`src/rtl/c4_move_controller_if.sv`:
```
// Player, board-write and win-checker signals around the Connect-4 move controller.
// The controller takes the master modport; the board, checker and player side take slave.
interface c4_move_controller_if;
  logic       go;
  logic       new_game;
  logic [2:0] col_sel;
  logic       wr_en;
  logic [2:0] wr_col;
  logic [2:0] wr_row;
  logic [1:0] wr_piece;
  logic       board_clr;
  logic       chk_start;
  logic       chk_done;
  logic [1:0] chk_winner;
  logic [1:0] turn;
  logic [1:0] winner;
  logic       draw;
  logic       game_over;
  logic       busy;
  logic       illegal;

  modport master (
    input  go, new_game, col_sel, chk_done, chk_winner,
    output wr_en, wr_col, wr_row, wr_piece, board_clr, chk_start,
           turn, winner, draw, game_over, busy, illegal
  );

  modport slave (
    output go, new_game, col_sel, chk_done, chk_winner,
    input  wr_en, wr_col, wr_row, wr_piece, board_clr, chk_start,
           turn, winner, draw, game_over, busy, illegal
  );
endinterface

```
`src/rtl/c4_move_controller.sv`:
```
// Connect-4 move sequencer: validates a drop, writes the lowest free cell, runs the win-check
// handshake and tracks turn / winner / draw. Sole owner of column heights and the move count.
module c4_move_controller #(
  parameter int unsigned COLS        = 7,
  parameter int unsigned ROWS        = 6,
  parameter int unsigned CHK_TIMEOUT = 255
) (
  input logic                  CLOCK_50,
  input logic                  resetn,
  c4_move_controller_if.master bus
);
  localparam int unsigned HeightW = $clog2(ROWS + 1);
  localparam int unsigned CntW    = $clog2(COLS * ROWS + 1);
  localparam int unsigned TmoW    = $clog2(CHK_TIMEOUT + 1);
  localparam int unsigned IdxW    = $clog2(COLS);

  typedef enum logic [2:0] {
    StIdle, StValidate, StWrite, StChkReq, StChkWait, StNext, StGameOver, StClear
  } state_e;

  state_e state_q, state_d;

  logic                          go_q, new_game_q;
  logic [2:0]                    col_q, col_d;
  logic [COLS-1:0][HeightW-1:0]  height_q, height_d;
  logic [CntW-1:0]               move_cnt_q, move_cnt_d;
  logic [TmoW-1:0]               tmo_q, tmo_d;
  logic [1:0]                    turn_q, turn_d;
  logic [1:0]                    winner_q, winner_d;
  logic                          draw_q, draw_d;
  logic                          wr_en_q, wr_en_d;
  logic [2:0]                    wr_col_q, wr_col_d;
  logic [2:0]                    wr_row_q, wr_row_d;
  logic [1:0]                    wr_piece_q, wr_piece_d;
  logic                          board_clr_q, board_clr_d;
  logic                          chk_start_q, chk_start_d;
  logic                          illegal_q, illegal_d;

  logic                          go_rise, ng_rise;
  logic [HeightW-1:0]            cur_height;
  logic                          col_legal;
  logic                          board_full;
  logic                          chk_fire;
  logic [1:0]                    chk_win;

  assign go_rise    = bus.go & ~go_q;
  assign ng_rise    = bus.new_game & ~new_game_q;
  assign board_full = (move_cnt_q == CntW'(COLS * ROWS));
  // A timeout behaves exactly like chk_done reporting "no winner".
  assign chk_fire   = bus.chk_done | (tmo_q == TmoW'(CHK_TIMEOUT - 1));
  assign chk_win    = bus.chk_done ? bus.chk_winner : 2'b00;

  always_comb begin
    cur_height = '0;
    for (int unsigned i = 0; i < COLS; i++) begin
      if (32'(col_q) == i) cur_height = height_q[IdxW'(i)];
    end
  end

  assign col_legal = (32'(col_q) < COLS) && (cur_height != HeightW'(ROWS));

  // State register
  always_ff @(posedge CLOCK_50) begin
    if (!resetn) state_q <= StIdle;
    else         state_q <= state_d;
  end

  // Next-state logic
  always_comb begin
    state_d = state_q;
    case (state_q)
      StIdle:     if (go_rise) state_d = StValidate;
      StValidate: state_d = col_legal ? StWrite : StIdle;
      StWrite:    state_d = StChkReq;
      StChkReq:   state_d = StChkWait;
      StChkWait: begin
        if (chk_fire) state_d = (chk_win != 2'b00 || board_full) ? StGameOver : StNext;
      end
      StNext:     state_d = StIdle;
      StGameOver: if (ng_rise) state_d = StClear;
      StClear:    state_d = StIdle;
      default:    state_d = StIdle;
    endcase
  end

  // Output and datapath next-state logic
  always_comb begin
    col_d       = col_q;
    height_d    = height_q;
    move_cnt_d  = move_cnt_q;
    tmo_d       = tmo_q;
    turn_d      = turn_q;
    winner_d    = winner_q;
    draw_d      = draw_q;
    wr_en_d     = 1'b0;
    wr_col_d    = wr_col_q;
    wr_row_d    = wr_row_q;
    wr_piece_d  = wr_piece_q;
    board_clr_d = 1'b0;
    chk_start_d = 1'b0;
    illegal_d   = 1'b0;
    case (state_q)
      StIdle:     if (go_rise) col_d = bus.col_sel;
      StValidate: if (!col_legal) illegal_d = 1'b1;
      StWrite: begin
        wr_en_d    = 1'b1;
        wr_col_d   = col_q;
        wr_row_d   = 3'(cur_height);
        wr_piece_d = turn_q;
        for (int unsigned i = 0; i < COLS; i++) begin
          if (32'(col_q) == i && height_q[IdxW'(i)] < HeightW'(ROWS)) begin
            height_d[IdxW'(i)] = height_q[IdxW'(i)] + 1'b1;
          end
        end
        move_cnt_d = move_cnt_q + 1'b1;
      end
      StChkReq: begin
        chk_start_d = 1'b1;
        tmo_d       = '0;
      end
      StChkWait: begin
        tmo_d = tmo_q + 1'b1;
        if (chk_fire) begin
          // A win on the last move beats a draw.
          if (chk_win != 2'b00) winner_d = chk_win;
          else if (board_full)  draw_d   = 1'b1;
        end
      end
      StNext: turn_d = (turn_q == 2'b01) ? 2'b10 : 2'b01;
      StClear: begin
        board_clr_d = 1'b1;
        height_d    = '0;
        move_cnt_d  = '0;
        winner_d    = 2'b00;
        draw_d      = 1'b0;
        turn_d      = 2'b01;
      end
      default: ;
    endcase
  end

  always_ff @(posedge CLOCK_50) begin
    if (!resetn) begin
      go_q        <= 1'b0;
      new_game_q  <= 1'b0;
      col_q       <= '0;
      height_q    <= '0;
      move_cnt_q  <= '0;
      tmo_q       <= '0;
      turn_q      <= 2'b01;
      winner_q    <= 2'b00;
      draw_q      <= 1'b0;
      wr_en_q     <= 1'b0;
      wr_col_q    <= '0;
      wr_row_q    <= '0;
      wr_piece_q  <= '0;
      board_clr_q <= 1'b0;
      chk_start_q <= 1'b0;
      illegal_q   <= 1'b0;
    end else begin
      go_q        <= bus.go;
      new_game_q  <= bus.new_game;
      col_q       <= col_d;
      height_q    <= height_d;
      move_cnt_q  <= move_cnt_d;
      tmo_q       <= tmo_d;
      turn_q      <= turn_d;
      winner_q    <= winner_d;
      draw_q      <= draw_d;
      wr_en_q     <= wr_en_d;
      wr_col_q    <= wr_col_d;
      wr_row_q    <= wr_row_d;
      wr_piece_q  <= wr_piece_d;
      board_clr_q <= board_clr_d;
      chk_start_q <= chk_start_d;
      illegal_q   <= illegal_d;
    end
  end

  assign bus.wr_en     = wr_en_q;
  assign bus.wr_col    = wr_col_q;
  assign bus.wr_row    = wr_row_q;
  assign bus.wr_piece  = wr_piece_q;
  assign bus.board_clr = board_clr_q;
  assign bus.chk_start = chk_start_q;
  assign bus.turn      = turn_q;
  assign bus.winner    = winner_q;
  assign bus.draw      = draw_q;
  assign bus.game_over = (winner_q != 2'b00) | draw_q;
  assign bus.busy      = (state_q != StIdle) && (state_q != StGameOver);
  assign bus.illegal   = illegal_q;
endmodule

```
`src/flat_wrapper.sv`:
```
// flat-port wrapper written by rule: the top's interface ports become plain ports
module c4_move_controller_flat 
#(
  parameter int unsigned COLS        = 7,
  parameter int unsigned ROWS        = 6,
  parameter int unsigned CHK_TIMEOUT = 255
)
  (CLOCK_50, resetn, bus_go, bus_new_game, bus_col_sel, bus_chk_done, bus_chk_winner, bus_wr_en, bus_wr_col, bus_wr_row, bus_wr_piece, bus_board_clr, bus_chk_start, bus_turn, bus_winner, bus_draw, bus_game_over, bus_busy, bus_illegal);
  c4_move_controller_if bus_i ();
  input logic CLOCK_50;
  input logic resetn;
  input wire logic [$bits(bus_i.go)-1:0] bus_go;
  input wire logic [$bits(bus_i.new_game)-1:0] bus_new_game;
  input wire logic [$bits(bus_i.col_sel)-1:0] bus_col_sel;
  input wire logic [$bits(bus_i.chk_done)-1:0] bus_chk_done;
  input wire logic [$bits(bus_i.chk_winner)-1:0] bus_chk_winner;
  output wire logic [$bits(bus_i.wr_en)-1:0] bus_wr_en;
  output wire logic [$bits(bus_i.wr_col)-1:0] bus_wr_col;
  output wire logic [$bits(bus_i.wr_row)-1:0] bus_wr_row;
  output wire logic [$bits(bus_i.wr_piece)-1:0] bus_wr_piece;
  output wire logic [$bits(bus_i.board_clr)-1:0] bus_board_clr;
  output wire logic [$bits(bus_i.chk_start)-1:0] bus_chk_start;
  output wire logic [$bits(bus_i.turn)-1:0] bus_turn;
  output wire logic [$bits(bus_i.winner)-1:0] bus_winner;
  output wire logic [$bits(bus_i.draw)-1:0] bus_draw;
  output wire logic [$bits(bus_i.game_over)-1:0] bus_game_over;
  output wire logic [$bits(bus_i.busy)-1:0] bus_busy;
  output wire logic [$bits(bus_i.illegal)-1:0] bus_illegal;
  assign bus_i.go = bus_go;
  assign bus_i.new_game = bus_new_game;
  assign bus_i.col_sel = bus_col_sel;
  assign bus_i.chk_done = bus_chk_done;
  assign bus_i.chk_winner = bus_chk_winner;
  assign bus_wr_en = bus_i.wr_en;
  assign bus_wr_col = bus_i.wr_col;
  assign bus_wr_row = bus_i.wr_row;
  assign bus_wr_piece = bus_i.wr_piece;
  assign bus_board_clr = bus_i.board_clr;
  assign bus_chk_start = bus_i.chk_start;
  assign bus_turn = bus_i.turn;
  assign bus_winner = bus_i.winner;
  assign bus_draw = bus_i.draw;
  assign bus_game_over = bus_i.game_over;
  assign bus_busy = bus_i.busy;
  assign bus_illegal = bus_i.illegal;
  c4_move_controller #(.COLS(COLS), .ROWS(ROWS), .CHK_TIMEOUT(CHK_TIMEOUT)) u_core (.CLOCK_50(CLOCK_50), .resetn(resetn), .bus(bus_i));
endmodule
```
`config.mk`:
```
export PLATFORM = sky130hd
export DESIGN_NAME = c4_move_controller_flat
export DESIGN_NICKNAME = d
export VERILOG_FILES = /design/src/rtl/c4_move_controller_if.sv /design/src/rtl/c4_move_controller.sv /design/src/flat_wrapper.sv
export SDC_FILE = /design/constraint.sdc
export NUM_CORES = 1
export LEC_CHECK = 0
export CAP_MARGIN = 20
export CORE_ASPECT_RATIO = 1.75
export CORE_UTILIZATION = 55
export CTS_CLUSTER_DIAMETER = 120
export DETAILED_ROUTE_END_ITERATION = 10
export GPL_ROUTABILITY_DRIVEN = 1
export MAX_ROUTING_LAYER = met4
export PLACE_DENSITY = 0.77
export SETUP_SLACK_MARGIN = 0.1
export SYNTH_ARGS = -nofsm -noshare
export SYNTH_HDL_FRONTEND = slang
export SYNTH_SLANG_ARGS = --single-unit
```
`constraint.sdc`:
```
create_clock -name CLOCK_50 -period 1.77 [get_ports CLOCK_50]
set_input_delay 0.354 -clock CLOCK_50 [delete_from_list [all_inputs] [get_ports CLOCK_50]]
set_output_delay 0.354 -clock CLOCK_50 [all_outputs]
set_load 0.03 [all_outputs]
```
==> results.yml <==
clocking:
  cts.sink_count: 60
  cts_root_buffer: "clkbuf_8"
  cts_buffers: 9
  insertion_delay_ps: 340
  hold_buffers: 0
  cts_max_level: 3
  clkTransAtPathRegs_ps: 70
  clockBufferDepth: 2
  cts_tree: "built"
final_layout:
  fin_cells: 460
  layout_common_cells: "dfxtp_1 (56), nand2_1 (43), a21oi_1 (40), nor2_1 (37), buf_4 (28)"
  layout_commonest_cell: "dfxtp_1"
  fin_util_pct: 69.9
  drive_above_1_share_pct: 16.3
  syn_to_final_growth_pct: 23.2
  nNetsFinal: 421
  diodes: 0
worst_setup_path:
  worstSetupPathType: "reg -> out"
  startpoint: "u_core.state_q[2]"
  r2r_cells: 6
  slowest_stage: "dfxtp_2"
  r2r_start: "u_core.state_q[2]"
  slowest_delay_ps: 340
  worstPathMaxFanout: 3
  arrival_ps: 1330
  required_ps: 1420
  cp_cell_sequence: "and2b_1 > or3_1 > buf_6"
  end_kind: "output pin"
  worstReg2RegEnd: "u_core.tmo_q[5]"
  cp-start-kind: "flop"
  r2r_slack_ps: 150
routing:
  routed_wl_um: 7150
  post_drt_via_cell_ratio: 5.91
  ant_nets: 0
  drc: 3
  vias: 2720
  wl_per_cell_um: 15.6
  dr.pass1.iters: 8
  drt_iter0_markers: 88
yosys:
  synth_cell_type_count: 48
  seq_area_frac_synth_pct: 40.3
  synth_area_um2: 2980
  synthAdderAreaFrac_pct: 4.61
  synthCells: 349
  synth-seq-cells: 60
  synthMuxAreaShare_pct: 4.82
  synth-xor-area-share_pct: 2.94
  synth_top_cell_by_area: "dfxtp_1"
  yosys.area_share.simple_pct: 28.2
  synth_nets: 370
  synth-compound-area-share_pct: 14.8
  synth_top_family_by_area: "simple AND/OR/NAND/NOR gates"
  synth_flop_cell: "dfxtp_1"
  avgSynthCellArea_um2: 8.55
  synth_warnings: 0
  synth_top_area_share_pct: 40.3
  ys_async_sr_fraction_pct: 0
  synth-edff-count: 0
  synth_area_leaders: "dfxtp_1 (40%), a21oi_1 (6.9%), nand2_1 (5.4%)"
sta:
  fin_skew_ps: 9.46
  drv_slew: 0
  fin_crit_sh_pct: 95.3
  rsz0062_at_grt: "true"
  fin_crit_ps: 1690
  worst_slew_pin_slew_ps: 384
  final_hold_viol_count: 0
  max_slew_margin_pct: 74.3
  fin_hold_ws_ps: 452
  max_freq_mhz: 593
  setup_viol: 0
  worst_slack_ps: 83.5
power_and_ir_drop:
  cellLeakagePower_nw: 1.51
  total_power_w: 0.00311
  ir_drop_mv: 0.655
  power_density_nw_per_um2: 845
global_routing:
  grt_overflow: 0
  grt_pass1_vias: 2710
  grt.total_usage_pct: 27.7
  antenna_found_initial: 0
  grt_max_degree: 28
  grt_pass1_wl_um: 11800
die:
  die_h_um: 99.4
  rows: 35
  pin_count: 29
  dieWidth_um: 57.7
  die_area_um2: 5730
  core_area_um2: 5260
  start_util_pct: 56.8
min_path:
  min_from: "u_core.bus.wr_row[2]"
  hp-class: "reg -> reg"
  whs_path_depth: 2
  worst_hold_path.endpoint: "u_core.bus.wr_row[2]"
job:
  max-cap-violations: 0
placement:
  dp_hpwl_um: 5170
  dp_cells: 442
  port_buffers: 28
  dp_slack_ps: -38.8
  gp_congestion: 0.932
outcome:
  violations: "DRC"
  status: "finished, violations left"
## worst max path at each step
stage	to	slack, ps	depth (start not counted)
final	bus_busy	80	3
after global routing	bus_busy	40	3
after CTS	bus_busy	5	3
after detailed placement	bus_busy	-40	3
after global placement	bus_busy	-20	3
after floorplan	bus_busy	190	3
## where the power goes
part	total (W)	switching, W	internal [W]
Combinational	0.000451	0.000255	0.000195
Clock	0.00124	0.000552	0.000685
Sequential	0.00142	0.0000347	0.00138
## per-layer routing
layer / part of all wire, % / GRT usage [%] / vias to the layer above
met5: 0 / - / -
met2: 56 / 51.0 / 66
li1: - / - / 1332
met1: 37 / 25.7 / 1303
met3: 3.3 / 6.24 / 19
met4: 3.3 / 14.8 / 0
## critical path: cells and delay by family, from the launching register on
family | cells | cell delay (ps)
buffers and inverters | 1 | 150
and+or+nand+nor | 2 | 500
DFF | 1 | 340
## registers in the layout, indices dropped and copies added (netlist names)
name / count
u_core.bus.wr_row: 3
u_core.bus.winner: 2
u_core.bus.chk_start: 1
u_core.state_q: 3
u_core.height_q: 21
u_core.bus.wr_en: 1
u_core.tmo_q: 8
u_core.go_q: 1
u_core.move_cnt_q: 6
u_core.bus.illegal: 1
u_core.bus.draw: 1
u_core.new_game_q: 1
u_core.bus.wr_piece: 2
u_core.bus.wr_col: 3
u_core.col_q: 3
u_core.bus.turn: 2
u_core.bus.board_clr: 1
## cells by family (layout without fill, tap and decap cells)
kind of cell	after synthesis	in the layout
AOI/OAI and AO/OA	75	75
adders and majority gates	11	11
xor gates and xnor gates	10	10
and+or+nand+nor	154	154
muxes	14	14
DFF	60	60
buffers and inverters	25	81
## cells in the mapped netlist, types with 2 or more instances
cell type,instances
and3b_1,2
xnor2_1,6
nand3b_1,2
nor4b_4,2
nand2b_1,8
a22oi_1,3
ha_1,11
mux2_2,2
nor3b_4,2
dfxtp_1,60
inv_1,8
and4b_1,6
or3_1,4
buf_2,5
nand2_1,43
nand4b_1,4
a21oi_1,41
nor2b_1,5
o21ai_0,13
mux2i_1,11
nand3_1,14
and3_1,4
buf_4,2
nand4_1,5
xor2_1,4
a32oi_1,2
o211ai_1,4
a2bb2oi_1,3
nor2_1,38
buf_6,3
clkbuf_1,7
nor3_1,9
## area by class of cell
type	count	area [um^2]
tap	55	68.8
sequential	60	1210
multi-input combinational	264	1690
timing repair buffer	57	480
inverter	8	30.0
clock inverter	6	63.8
fill	449	1580
clock buffer	10	138
## metrics by stage
step | setup TNS [ps] | cell area, um^2
final | 0 | 3670
after global routing | 0 | 3670
after CTS | 0 | 3610
after detailed placement | -38.8 | 3430
after global placement | -15.5 | 3430
after floorplan | 0 | 2980
## timing repair
item | in CTS | in global routing
setup buffers | 0 | 2
pin swaps | 0 | 4
setup endpoints to repair | 19 | 18
resized for setup | 27 | 19
No activity file was read; power rests on OpenSTA's default activity.
